File: config.mk
export PLATFORM = sky130hd
export DESIGN_NAME = sqrt_iter_unit
export DESIGN_NICKNAME = d
export VERILOG_FILES = /design/src/rtl/sqrt_iter_unit.sv
export SDC_FILE = /design/constraint.sdc
export NUM_CORES = 1
export LEC_CHECK = 0
export BUFFER_PORTS_ARGS = -buffer_cell sky130_fd_sc_hd__buf_2
export CAP_MARGIN = 20
export CORE_UTILIZATION = 50
export CTS_CLUSTER_DIAMETER = 100
export CTS_CLUSTER_SIZE = 10
export DETAILED_ROUTE_END_ITERATION = 10
export PLACE_DENSITY = 0.82
export SYNTH_ARGS = -nofsm -noshare
export SYNTH_HDL_FRONTEND = slang
export SYNTH_SLANG_ARGS = --single-unit
File: constraint.sdc
create_clock -name clk -period 2.2 [get_ports clk]
set_clock_uncertainty 0.15 [all_clocks]
set_input_delay 0.33 -clock clk [delete_from_list [all_inputs] [get_ports clk]]
set_output_delay 0.33 -clock clk [all_outputs]
set_load 0.03 [all_outputs]
File: src/rtl/sqrt_iter_unit.sv
// sqrt_iter_unit: sequential restoring square-root engine, one root bit per clock.
// Produces floor(sqrt(radicand)) and the remainder radicand - root^2.
// Optional build macro SQRT_ROUND_EN: the root output is rounded to nearest
// (saturating at the maximum root value); the remainder stays truncated.
//
// Handshake: start is sampled only while idle (busy=0); the edge that accepts it
// captures radicand and raises busy. busy stays high for WIDTH/2 cycles, and the
// edge that finishes the last iteration drops busy, updates root/remainder and
// raises done for exactly one cycle. start during busy is ignored. start in the
// done cycle is accepted, since the engine is already idle. root/remainder hold
// their value until the next completion or reset.
module sqrt_iter_unit #(
  parameter int WIDTH = 16
) (
  input  logic                 clk,
  input  logic                 rst_n,
  input  logic                 start,
  input  logic [WIDTH-1:0]     radicand,
  output logic                 busy,
  output logic                 done,
  output logic [WIDTH/2-1:0]   root,
  output logic [WIDTH/2:0]     remainder,
  output logic                 dbg_state
);

  localparam int RW  = WIDTH / 2;
  localparam int RMW = RW + 1;
  localparam int CW  = (RW > 1) ? $clog2(RW) : 1;

  typedef enum logic {
    S_IDLE = 1'b0,
    S_RUN  = 1'b1
  } state_t;

  state_t             state_q;
  logic [WIDTH-1:0]   shreg_q;
  logic [RW-1:0]      proot_q;
  logic [RW+1:0]      rem_q;
  logic [CW-1:0]      cnt_q;
  logic               busy_q;
  logic               done_q;
  logic [RW-1:0]      root_q;
  logic [RW:0]        remainder_q;

  logic [RW+1:0]      rem_t;
  logic [RW+1:0]      trial;
  logic               take;
  logic [RW+1:0]      rem_d;
  logic [RW-1:0]      proot_d;
  logic [WIDTH-1:0]   shreg_d;
  logic [CW-1:0]      cnt_d;
  logic               last_iter;
  logic [RW-1:0]      root_d;
  logic [RW:0]        remainder_d;

  // One restoring iteration: bring down two radicand bits and try to subtract.
  always_comb begin
    rem_t       = (rem_q << 2) | {{RW{1'b0}}, shreg_q[WIDTH-1 -: 2]};
    trial       = {proot_q, 2'b01};
    take        = (rem_t >= trial);
    rem_d       = take ? (rem_t - trial) : rem_t;
    proot_d     = (proot_q << 1) | {{(RW-1){1'b0}}, take};
    shreg_d     = shreg_q << 2;
    cnt_d       = cnt_q + CW'(1);
    last_iter   = (cnt_q == CW'(RW - 1));
    remainder_d = RMW'(rem_d);
`ifdef SQRT_ROUND_EN
    // Round up when the remainder exceeds the truncated root, unless saturated.
    if ((rem_d > {2'b00, proot_d}) && !(&proot_d)) begin
      root_d = proot_d + RW'(1);
    end else begin
      root_d = proot_d;
    end
`else
    root_d = proot_d;
`endif
  end

  // Control FSM and datapath registers; idle waits for start, run iterates.
  always_ff @(posedge clk) begin
    if (!rst_n) begin
      state_q     <= S_IDLE;
      shreg_q     <= '0;
      proot_q     <= '0;
      rem_q       <= '0;
      cnt_q       <= '0;
      busy_q      <= 1'b0;
      done_q      <= 1'b0;
      root_q      <= '0;
      remainder_q <= '0;
    end else begin
      done_q <= 1'b0;
      case (state_q)
        S_IDLE: begin
          if (start) begin
            shreg_q <= radicand;
            proot_q <= '0;
            rem_q   <= '0;
            cnt_q   <= '0;
            busy_q  <= 1'b1;
            state_q <= S_RUN;
          end
        end
        S_RUN: begin
          shreg_q <= shreg_d;
          proot_q <= proot_d;
          rem_q   <= rem_d;
          cnt_q   <= cnt_d;
          if (last_iter) begin
            root_q      <= root_d;
            remainder_q <= remainder_d;
            done_q      <= 1'b1;
            busy_q      <= 1'b0;
            state_q     <= S_IDLE;
          end
        end
        default: state_q <= S_IDLE;
      endcase
    end
  end

  assign busy      = busy_q;
  assign done      = done_q;
  assign root      = root_q;
  assign remainder = remainder_q;
  assign dbg_state = (state_q == S_RUN);

endmodule

==> results by stage, run 1 <==
Outcome:
- The flow ran to the end, but the final reports show violations.
- The final reports fail on setup timing.

Worst setup path:
- Traced cell by cell, the critical path runs through inv_2 > ha_4 > and3_4 > a2111oi_4 > a21oi_4 > or3_4 > a32o_1.
- For this run, the slowest stage of the critical path takes 0.39 ns.
- The slack of the worst reg-to-reg path is -0.05 ns.
- Grouping stages by cell kind, the critical path spends the most delay in compound AO/OA/AOI/OAI gates.
- At the worst endpoint, the required time is 2.26 ns.
- Data on the critical path arrives at its endpoint at 2.31 ns.
- The start-to-end type of the worst setup path is reg2reg.
- The count of cells along the worst register-to-register path is 7.
- In this run the critical register-to-register path is launched from proot_q[2].
- The critical-path cell with the highest stage delay is sky130_fd_sc_hd__or3_4.
- STA classifies the critical path startpoint as a flip-flop.
- Along the worst path, the maximum fanout reaches 8.
- The worst register-to-register path ends at rem_q[3].
- The number of buffers and inverters on the critical path is 1.
- STA classifies the critical path endpoint as a flip-flop.
- Tracing the worst setup path back leads to its startpoint at proot_q[2].

STA:
- The slew of the pin with the lowest slew margin is 0.608 ns.
- The number of endpoints with negative hold slack in the final report is 0.
- Hold timing on the final database bottoms out at a slack of 0.0876 ns.
- The sum of negative setup slack is -0.177 ns.
- Setup repair after global routing could not meet its margin everywhere.
- The max-slew headroom at the worst pin is 0.590.
- Counting I/O delays and the setup requirement, the final critical path takes 2.25 ns.
- The ratio of final minimum period to clock period is 1.02.
- The final setup violation count is 8.
- The final critical-path setup slack is -0.0515 ns.
- The count of pins over their slew limit is 0.
- The upper clock frequency limit is 444 MHz.

Floorplan:
- The die outline width is 75.5 um.
- The standard cell core area is 5140 sq um.
- The number of top-level pins is 39.
- The floorplan has 26 rows.
- The die extent in y is 75.5 um.
- For this configuration, the core starts out at a cell density of 0.526.
- The die covers 5700 sq um.

Synthesis:
- The number of register bits inferred by synthesis is 55.
- The average instance in the mapped netlist occupies 8.71 sq um.
- The portion of synthesized cell area occupied by the leading cell type is 0.408.
- In this run, synthesis inferred 0 flip-flops with an integrated enable.
- Yosys mapped the design onto 44 distinct sky130hd cell types.
- The sequential-to-total area share from yosys stat is 0.408.
- Yosys attributes the largest share of cell area to sky130_fd_sc_hd__dfxtp_1, sky130_fd_sc_hd__mux2i_1, sky130_fd_sc_hd__ha_1.
- The Yosys warning count is 0.
- The netlist area before placement is 2700 sq um.
- The cell type contributing the most total cell area after synthesis is sky130_fd_sc_hd__dfxtp_1.
- For this run, asynchronously set or reset flops after synthesis account for 0.
- The net count of the mapped netlist is 341.
- The most used flip-flop cell after synthesis is sky130_fd_sc_hd__dfxtp_1.
- Synthesis produced a netlist whose cell count is 310.

Clock tree:
- TritonCTS built the clock tree.
- Clock tree synthesis found a total of 55 sinks.
- Clock tree synthesis inserted a total of 5 buffers.
- The H-tree level count is 2.
- The largest buffer count on any clock path is 2.
- CTS placed an instance of sky130_fd_sc_hd__clkbuf_8 at the clock tree root.
- The clock slew at the register clock pins of the worst setup and hold paths is 0.11 ns.
- The insertion delay to the later sink of the worst-skew pair is 0.32 ns.

Final layout:
- Fill cells in the final layout number 425.
- The finished layout holds 450 standard cells, fillers aside.
- For this run, the post-layout net count is 410.
- The synthesis-to-layout area growth is 28.2%.
- In the final layout, the share of cells above drive strength 1 is 0.318.
- The repair_antennas step left the layout with diodes totalling 0.
- The finished cells cover 3460 sq um.

Power and ir drop:
- The largest voltage drop on the vdd net is 785 uV.
- The part of the power in the clock network is 0.129.
- Of the total power, the share spent switching nets is 0.403.
- The analysis attributes to net switching a power of 1800 uW.
- Of the total power, registers draw 0.265.
- Of the total power, combinational logic draws 0.606.
- Summed over all cells, the static leakage comes to 0.00145 uW.
- Power spread over the standard cell area amounts to 1290 nW/um^2.
- Cell internal power was estimated by the tool at 2680 uW.

GRT:
- The via count of the first global-routing pass is 2266.
- The pin count of the biggest net entering global routing is 31.
- The remaining global-route overflow is 0.
- The initial antenna violation count is 0.
- The first global-routing pass estimated 10300 um of wire.
- Across every metal layer, demand over resource in global routing totals 0.238.

Place:
- The estimated wirelength of the detail-placed design is 4430 um.
- The count of port buffers added during placement is 38.
- Before CTS, the worst setup slack after placement is -0.0686 ns.
- Including well taps, the total number of placed cells is 441.
- The post-placement cell area is 3260 sq um.
- At the end of routability-driven placement, the weighted congestion stood at 0.892.

Worst hold path:
- In this run the worst hold path is classified as in2reg.
- The startpoint identified for the worst hold timing path is radicand[1].
- The depth of the worst hold-timing path is 3.
- The endpoint of the worst hold path is shreg_q[1].

Routing:
- The via density per instance is 5.40.
- The initial DRC count is 145.
- The routed layout has 2431 vias.
- The final antenna-violating net count is 0.
- After detailed routing, the total wire length is 6220 um.
- In the final routed layout, each cell accounts on average for 13.8 um.
- Before antenna repair, the detailed router went through 7 iterations.
- After detailed routing, the number of remaining DRC violations is 0.

Flow run:
- The max-cap violation count is 0.
power groups by stage:
stage / sequential [uW] / clock [uW] / combinational [uW]
2_1_floorplan: 1190 / 0 / 1470
3_3_place_gp: 1200 / 0 / 2190
3_5_place_dp: 1200 / 0 / 2230
4_1_cts: 1180 / 595 / 2500
5_1_grt: 1200 / 627 / 2940
6_report: 1190 / 580 / 2710
cell families after synthesis:
kind of cell / after synthesis / share of synthesized area
xor gates and xnor gates: 6 / 0.0195
and+or+nand+nor: 108 / 0.202
muxes: 17 / 0.0630
DFF: 55 / 0.408
AOI/OAI and AO/OA: 78 / 0.201
buffers and inverters: 34 / 0.0509
adders and majority gates: 12 / 0.0556
sequential cells by signal, indices dropped and copies added (netlist names):
register	flops
cnt_q	3
done	1
rem_q	8
proot_q	8
shreg_q	16
busy	1
dbg_state	1
remainder	9
root	8
synthesized netlist by cell type (12+ instances only):
master / number
sky130_fd_sc_hd__dfxtp_1: 55
sky130_fd_sc_hd__inv_1: 14
sky130_fd_sc_hd__nand2_1: 40
sky130_fd_sc_hd__ha_1: 12
sky130_fd_sc_hd__nor2b_1: 14
sky130_fd_sc_hd__mux2i_1: 17
sky130_fd_sc_hd__o211ai_1: 13
sky130_fd_sc_hd__o21ai_0: 27
sky130_fd_sc_hd__clkbuf_1: 17
sky130_fd_sc_hd__a21oi_1: 12
sky130_fd_sc_hd__and2_1: 16
layout by cell type, fill, tap and decap left out, types with 2 or more instances in the layout:
cell type	Yosys	layout
sky130_fd_sc_hd__and2_1	16	16
sky130_fd_sc_hd__or3_4	0	3
sky130_fd_sc_hd__nand2b_1	2	2
sky130_fd_sc_hd__nor2b_1	14	14
sky130_fd_sc_hd__ha_1	12	8
sky130_fd_sc_hd__a32o_1	6	6
sky130_fd_sc_hd__dfxtp_1	55	48
sky130_fd_sc_hd__xnor2_1	4	3
sky130_fd_sc_hd__buf_2	2	38
sky130_fd_sc_hd__clkinv_4	0	2
sky130_fd_sc_hd__buf_4	0	41
sky130_fd_sc_hd__nor2_1	9	9
sky130_fd_sc_hd__inv_2	0	2
sky130_fd_sc_hd__xor2_1	2	2
sky130_fd_sc_hd__a21o_1	3	3
sky130_fd_sc_hd__clkbuf_8	0	5
sky130_fd_sc_hd__ha_4	0	4
sky130_fd_sc_hd__nor4_2	0	2
sky130_fd_sc_hd__o21ai_0	27	23
sky130_fd_sc_hd__and3_4	1	2
sky130_fd_sc_hd__o21ai_1	0	4
sky130_fd_sc_hd__nand2_1	40	40
sky130_fd_sc_hd__nor3_1	9	9
sky130_fd_sc_hd__nor3b_1	2	2
sky130_fd_sc_hd__a21oi_1	12	12
sky130_fd_sc_hd__nand3_1	4	3
sky130_fd_sc_hd__inv_1	14	12
sky130_fd_sc_hd__buf_6	1	3
sky130_fd_sc_hd__o211ai_1	13	13
sky130_fd_sc_hd__mux2i_1	17	17
sky130_fd_sc_hd__dfxtp_2	0	7
how the worst max path moves through the flow:
stage                        end  cells past startpoint
floorplan               rem_q[5]                      7
global placement    remainder[8]                      8
detailed placement  remainder[1]                      9
CTS                     rem_q[3]                      7
global route            rem_q[3]                      7
finish                  rem_q[3]                      7
final cells by class:
| type | instances | area (sq um) | area share |
|---|---|---|---|
| flip-flops and latches | 55 | 1110 | 0.320 |
| inverters | 14 | 52.6 | 0.0152 |
| clock buffers | 5 | 68.8 | 0.0199 |
| repair buffers | 82 | 532 | 0.154 |
| clock inverters | 3 | 25.0 | 0.00723 |
| well taps | 70 | 87.6 | 0.0253 |
| multi-input cells | 221 | 1590 | 0.458 |
metal layers:
metal | wire length (um) | part of all wire | GRT usage
met4 | 110 | 0.018 | 0.0802
met1 | 2820 | 0.45 | 0.292
met5 | 0 | 0 | 0
met3 | 218 | 0.035 | 0.0384
met2 | 3070 | 0.49 | 0.426
per-stage QoR:
step | util | power (uW)
after floorplan | - | 2660
after global placement | 0.634 | 3380
after detailed placement | 0.634 | 3440
after CTS | 0.663 | 4270
after global routing | 0.674 | 4760
final | 0.674 | 4480
worst register-to-register path, stage by stage, from the launching register on:
cell and delay, ns:
sky130_fd_sc_hd__dfxtp_2 0.35, sky130_fd_sc_hd__inv_2 0.05, sky130_fd_sc_hd__ha_4 0.24, sky130_fd_sc_hd__and3_4 0.17, sky130_fd_sc_hd__a2111oi_4 0.37, sky130_fd_sc_hd__a21oi_4 0.15
sky130_fd_sc_hd__or3_4 0.39, sky130_fd_sc_hd__a32o_1 0.26
what timing repair did:
item                       in CTS  in global routing
pin swaps                       6                 16
gates resized for setup        10                 16
hold endpoints to repair        0                  0
hold buffers                    0                  0
setup endpoints to repair      16                 19
buffers inserted                2                  0
No activity file was read; power rests on OpenSTA's default activity.
==> inputs of run 2 (changes only) <==
- CELL_PAD_IN_SITES_DETAIL_PLACEMENT: unset -> 1
- CELL_PAD_IN_SITES_GLOBAL_PLACEMENT: unset -> 1
- CORE_UTILIZATION: 50 -> 38
- REMOVE_ABC_BUFFERS: unset -> 1
==> run 2 against run 1 <==
Net effect: the run still ends with setup timing left; global-route usage down 1.5 points; combinational power up 15%; worst hold slack better by 0.021 ns; clock power down 4.3%; non-clock buffer count up 3; power up 8.4%; first-iteration DRC count down 26%; final cell count up 6.4%; flip-flop and latch count unchanged; die area up 31%; maximum frequency down 1.7%; clock-buffer cell count up 2.
==> results by stage, run 2 (same netlist as run 1, synthesis figures left out) <==
Floorplan:
- The number of top-level pins is 39.
- In this run the horizontal extent of the chip is 86.3 um.
- The starting utilization of the core area is 0.395.
- Measured along the y axis, the die boundary spans 86.3 um.
- The site row count is 30.
- The standard cell core area is 6830 sq um.
- The overall die area is 7450 sq um.

Clock tree:
- After clock tree synthesis, the clock-pin slew on the worst setup and hold paths is 0.10 ns.
- The CTS tree is built.
- The largest buffer count on any clock path is 2.
- At the later pin of the worst-skew pair, clock insertion delay measures 0.31 ns.
- The clock root buffer is sky130_fd_sc_hd__clkbuf_8.
- The number of clock buffers added by TritonCTS is 5.
- The clock tree synthesis step divided the H-tree into 2 levels.
- The clock drives 55 sinks.

STA:
- The final critical-path setup slack is -0.0893 ns.
- The slew of the pin with the lowest slew margin is 0.537 ns.
- Setup violations remaining at the end of the flow were counted as 7.
- The max-slew headroom at the worst pin is 0.636.
- The upper clock frequency limit is 437 MHz.
- The number of endpoints with negative hold slack in the final report was 0.
- Setup repair after global routing could not meet its margin everywhere.
- The count of pins over their slew limit is 0.
- Of the available clock period, the critical path in the final layout requires 1.04.
- The smallest clock period supported by the final layout is computed as 2.29 ns.

Final layout:
- Counting the fill cells in the layout gives 828.
- The most common cell after layout, fill and taps aside is sky130_fd_sc_hd__dfxtp_1.
- The area occupied by registers is 1110 sq um.
- Summing all multi-input logic gate instances after layout gives 1620 sq um.
- In the final layout, the share of cells above drive strength 1 is 0.347.
- The library cells used most frequently in the layout, excluding fill and tap cells, are sky130_fd_sc_hd__dfxtp_1, sky130_fd_sc_hd__buf_4, sky130_fd_sc_hd__nand2_1.
- At the end of the flow, the number of nets in the layout was 413.
- The number of antenna repair diodes is 0.
- The largest register by flop count is shreg_q.
- The final core utilization is 0.521.
- Compared with the post-synthesis result, the final layout area differs by 31.7%.
- The register with the most flip-flops in the layout has 16 of them.

Routing:
- After detailed routing, the number of remaining DRC violations is 0.
- After the first detailed-routing iteration, the DRC count stood at 108.
- The via density per instance is 5.35.
- The detailed-route wire length per cell is 16.4 um.
- The total number of vias is 2562.
- The pre-antenna-repair detailed-routing pass consisted of 4 iterations.
- The routed wire length is 7870 um.
- The final antenna-violating net count is 0.

Power and ir drop:
- For this design the static power due to leakage is 0.00149 uW.
- The total power per unit cell area is 1360 nW/um^2.
- Across the VDD grid, the largest voltage drop is 724 uV.

Place:
- Routability-driven placement finished with a final weighted congestion of 0.914.
- The estimated wirelength of the detail-placed design is 5390 um.
- The count of port buffers added during placement is 38.
- The post-place setup slack is -0.202 ns.

GRT:
- The total track usage is 0.223.
- Entering global routing, the biggest net connects 39 pins.
- The total overflow left after global routing is 0.
- The first global-routing pass estimated 12900 um of wire.
- The via count of the first global-routing pass is 2708.
- The initial antenna violation count is 0.

Worst setup path:
- The arrival time of data at the critical path endpoint is 2.35 ns.
- STA classifies the critical path endpoint as a flip-flop.
- The start-to-end type of the worst setup path is reg2reg.
- The maximum fanout count along the critical path is 8.
- For the worst setup path, the data required time is 2.26 ns.
- The startpoint type of the worst setup path is a flip-flop.

Worst hold path:
- The type of the most critical hold path is in2reg.

Outcome:
- The final reports fail on setup timing.
- The flow ran to the end, but the final reports show violations.

Flow run:
- The tool flagged a number of max-cap violations equal to 0.
-- run 2: repair_timing --
action / 4_1_cts / 5_1_grt
resized for setup: 31 / 14
pin swaps: 6 / 16
hold buffers: 0 / 0
setup endpoints to repair: 18 / 19
buffers inserted: 4 / 3
-- run 2: area by class of cell --
class	instances	area share
Clock buffer	7	0.0214
Timing Repair Buffer	85	0.161
Tap cell	96	0.0338
Clock inverter	1	0.00141
Sequential cell	55	0.313
Inverter	14	0.0148
Multi-Input combinational cell	221	0.455
-- run 2: path summary, 6_finish.rpt --
kind                            cells after the start  slack (ns)         end         from
worst min register to register                      2        0.30     root[7]      root[7]
worst max-delay path                                9       -0.09    rem_q[5]   proot_q[1]
worst min-delay path                                3        0.11  shreg_q[0]  radicand[0]
worst max register to register                      9       -0.09    rem_q[5]   proot_q[1]
-- run 2: layer usage --
layer	routed length, um	track usage
met5	0	0
met4	280	0.0924
met3	253	0.0438
met2	4070	0.420
met1	3260	0.243
-- run 2: per-stage QoR --
| step | total power [uW] | cells | setup TNS [ns] | area [sq um] | hold slack (ns) |
|---|---|---|---|---|---|
| after global placement | 3490 | 465 | -1.09 | 3260 | 0.282 |
| after floorplan | 2470 | 290 | -7.51 | 2620 | 0.297 |
| after CTS | 4580 | 477 | -0.0358 | 3490 | 0.107 |
| after detailed placement | 3610 | 465 | -2.62 | 3260 | 0.287 |
| after global routing | 5130 | 479 | -1.29 | 3560 | 0.139 |
| final | 4860 | 479 | -0.414 | 3560 | 0.109 |
-- run 2: worst max-delay path, cell delays in order, from the launching register on --
cell and delay, ns:
sky130_fd_sc_hd__dfxtp_2 0.35, sky130_fd_sc_hd__inv_2 0.06, sky130_fd_sc_hd__ha_4 0.27, sky130_fd_sc_hd__buf_4 0.13
sky130_fd_sc_hd__and3_1 0.20, sky130_fd_sc_hd__nand3_1 0.15, sky130_fd_sc_hd__a21oi_4 0.27, sky130_fd_sc_hd__buf_4 0.21
sky130_fd_sc_hd__o21ai_0 0.13, sky130_fd_sc_hd__a32o_1 0.27
-- run 2: power breakdown --
part	leakage, uW	internal (uW)	total [uW]	switching, uW
Combinational	0.000992	1560	3110	1550
Sequential	0.000452	1100	1190	90.2
Clock	0.0000422	225	555	330
==> inputs of run 3 (changes only) <==
- GPL_TIMING_DRIVEN: unset -> 0
==> run 3 against run 2 <==
Net effect: the run still ends with setup timing left; highest routed layer unchanged; non-clock buffer count fell by 23; largest power group unchanged; register-to-register slack barely moved; worst hold slack lost 0.0078 ns; critical path depth fell by 1; critical path type unchanged.
==> results by stage, run 3 (same netlist as run 1, synthesis figures left out) <==
Place:
- Detailed placement finished with a half-perimeter wire length of 4290 um.
- The total placed cells including tap cells is 424.
- The post-placement cell area is 2930 sq um.
- The congestion estimate from routability-driven global placement came to 0.753.
- The post-place setup slack is -0.655 ns.
- The count of port buffers added during placement is 38.

Power and ir drop:
- Summed over all nets, the switching power comes to 2130 uW.
- The sequential cell fraction of total power is 0.243.
- The largest voltage drop on the vdd net is 512 uV.
- Summing internal, switching and leakage power gives 5040 uW.
- In this run the power density over the cells is 1450 nW/um^2.
- Of the total power, the clock network draws 0.114.
- The internal power of the cells totals 2910 uW.
- Of the total power, the share spent switching nets is 0.422.
- The total leakage power is 0.00139 uW.
- The combinational fraction of design power is 0.642.

Worst setup path:
- The kind of cell adding the most delay to the critical path is compound AO/OA/AOI/OAI gates.
- The signal on the critical path passes through inv_2 > ha_4 > and3_4 > a2111oi_4 > buf_4 > a21oi_4 > or3_4 > a32o_1.
- The startpoint type of the worst setup path is a flip-flop.
- Counting cells, the worst reg-to-reg path comes to 8.
- The slack of the worst reg-to-reg path is -0.1 ns.
- The maximum fanout count along the critical path is 7.
- The arrival time of data at the critical path endpoint is 2.36 ns.
- The reg-to-reg startpoint is proot_q[2].
- The longest individual stage delay on the worst path is 0.36 ns.
- The critical-path cell with the highest stage delay is sky130_fd_sc_hd__dfxtp_2.
- The worst flop-to-flop path endpoint is rem_q[5].
- The kind of capture point of the worst setup path is a flip-flop.
- The critical path is of the reg2reg type.
- Together, buffers and inverters on the worst path number 2.
- The required time reported for the critical path endpoint is 2.26 ns.

Clock tree:
- The H-tree level count is 2.
- The total of hold buffers inserted after clock tree synthesis is 0.
- The number of sinks handled by clock tree synthesis is 55.
- CTS placed an instance of sky130_fd_sc_hd__clkbuf_8 at the clock tree root.
- The CTS tree is built.
- No sink is reached through more buffers than the 2 on the longest clock path.
- The clock buffer count from CTS is 5.
- The insertion delay to the later sink of the worst-skew pair is 0.32 ns.
- Clock-pin slew was measured on the worst setup and hold paths at 0.11 ns.

Final layout:
- The number of antenna diodes in the final layout is 0.
- shreg_q holds more flip-flops than any other register.
- After routing the design area is 3470 sq um.
- The number of flip-flops under the largest register name is 16.
- The final core utilization is 0.508.
- The library cells used most frequently in the layout, excluding fill and tap cells, are sky130_fd_sc_hd__dfxtp_1, sky130_fd_sc_hd__nand2_1, sky130_fd_sc_hd__buf_2.
- In the final layout, the share of cells above drive strength 1 is 0.320.
- The net count of the finished layout is 393.
- The area growth from synthesis to layout is 28.4%.
- The count of cells in the finished layout, fillers not included, comes to 459.
- The count of filler cells inserted in the layout is 817.
- The library cell used most frequently in the layout, excluding fill and tap cells, is sky130_fd_sc_hd__dfxtp_1.

GRT:
- The via count of the first global-routing pass was 2532.
- The remaining global-route overflow is 0.
- Entering global routing, the biggest net connects 60 pins.
- The initial antenna violation count came to 0.
- The total track usage is 0.208.
- The first global-routing pass estimated 12300 um of wire.

Floorplan:
- The site row count is 30.
- 39 I/O pins were placed.
- The overall die area is 7450 sq um.
- The die extent in y is 86.3 um.
- For this configuration, the core starts out at a cell density of 0.395.
- The standard cell core area is 6830 sq um.
- In this run the horizontal extent of the chip is 86.3 um.

Routing:
- Wires add up to 7750 um.
- The total number of vias is 2475.
- The initial DRC count is 81.
- The count of nets left with antenna violations once routing finished came out at 0.
- The via density per instance is 5.39.
- After detailed routing, the average wire length per cell comes to 16.9 um.
- The first-pass iteration count of the detailed router is 4.
- The residual DRC count is 0.

STA:
- The final critical-path setup slack is -0.0981 ns.
- The shortest clock period the worst path allows after layout is 2.30 ns.
- At the pin with the least slew margin, the transition time is 0.788 ns.
- The number of endpoints with negative hold slack in the final report is 0.
- Setup violations remaining at the end of the flow were counted as 16.
- Setup repair after global routing could not meet its margin everywhere.
- The worst pin sits at a relative slew slack of 0.468.
- The upper clock frequency limit is 435 MHz.
- The ratio of final minimum period to clock period is 1.04.
- The count of pins over their slew limit is 0.

Worst hold path:
- The type of the most critical hold path is in2reg.
- Along the worst hold path, the cell count comes to 3.
- The startpoint of the worst hold path is radicand[0].
- The endpoint of the worst hold path is shreg_q[0].

Outcome:
- The flow ran to the end, but the final reports show violations.
- The checks that failed: setup timing.

Flow run:
- The tool flagged a number of max-cap violations equal to 0.
run 3: changes by cell type in the layout (fill, tap and decap cells not counted), moves of 3 or more:
cell,previous run,this run
sky130_fd_sc_hd__buf_6,1,7
sky130_fd_sc_hd__buf_4,44,16
sky130_fd_sc_hd__clkinvlp_4,0,3
sky130_fd_sc_hd__dfxtp_2,10,7
sky130_fd_sc_hd__dfxtp_4,0,3
run 3: area by class of cell:
cell class              count  area [sq um]  area share
inverters                  14          56.3      0.0162
repair buffers             62           417       0.120
well taps                  96           120      0.0346
multi-input cells         224          1670       0.480
flip-flops and latches     55          1120       0.323
clock buffers               5          68.8      0.0198
clock inverters             3          20.0     0.00577
run 3: worst max-delay path by stage:
stage               startpoint           end  slack (ns)  cells past startpoint
detailed placement  proot_q[3]  remainder[0]       -0.65                      8
CTS                 proot_q[3]      rem_q[2]       -0.06                      8
global placement     dbg_state  remainder[8]       -1.33                      5
global route        proot_q[3]  remainder[0]       -0.13                      8
floorplan            dbg_state  remainder[8]       -0.55                      5
finish              proot_q[2]      rem_q[5]        -0.1                      8
run 3: repair_timing:
item / 4_1_cts / 5_1_grt
buffers inserted: 19 / 6
resized for setup: 34 / 20
pin swaps: 11 / 17
gates cloned: 3 / 0
endpoints found under the setup margin: 22 / 19
run 3: worst reg2reg max path, delay by kind of cell, from the launching register on:
kind,cells,cell delay (ns)
AO/OA/AOI/OAI,3,0.68
AND/OR/NAND/NOR,2,0.53
flip-flops,1,0.36
buffers and inverters,2,0.26
adder cells (fa/ha/maj),1,0.22
run 3: metal layers:
layer	up-vias	track usage	wire length, um
met4	0	0.0485	151
met3	16	0.0390	291
met5	-	0	0
met2	58	0.385	3980
met1	1202	0.248	3320
li1	1199	-	-
run 3: power by group through the flow:
stage | sequential (uW) | combinational, uW | clock (uW)
floorplan | 1190 | 1280 | 0
global placement | 1210 | 1630 | 0
detailed placement | 1220 | 1680 | 0
CTS | 1220 | 2760 | 580
global route | 1240 | 3380 | 632
finish | 1230 | 3240 | 575
run 3: stage by stage:
step                setup TNS [ns]  hold WS (ns)
detailed placement          -10.95         0.292
global placement            -25.19         0.281
global route                 -1.70         0.112
finish                      -0.807         0.101
floorplan                    -7.51         0.297
CTS                         -0.107         0.106
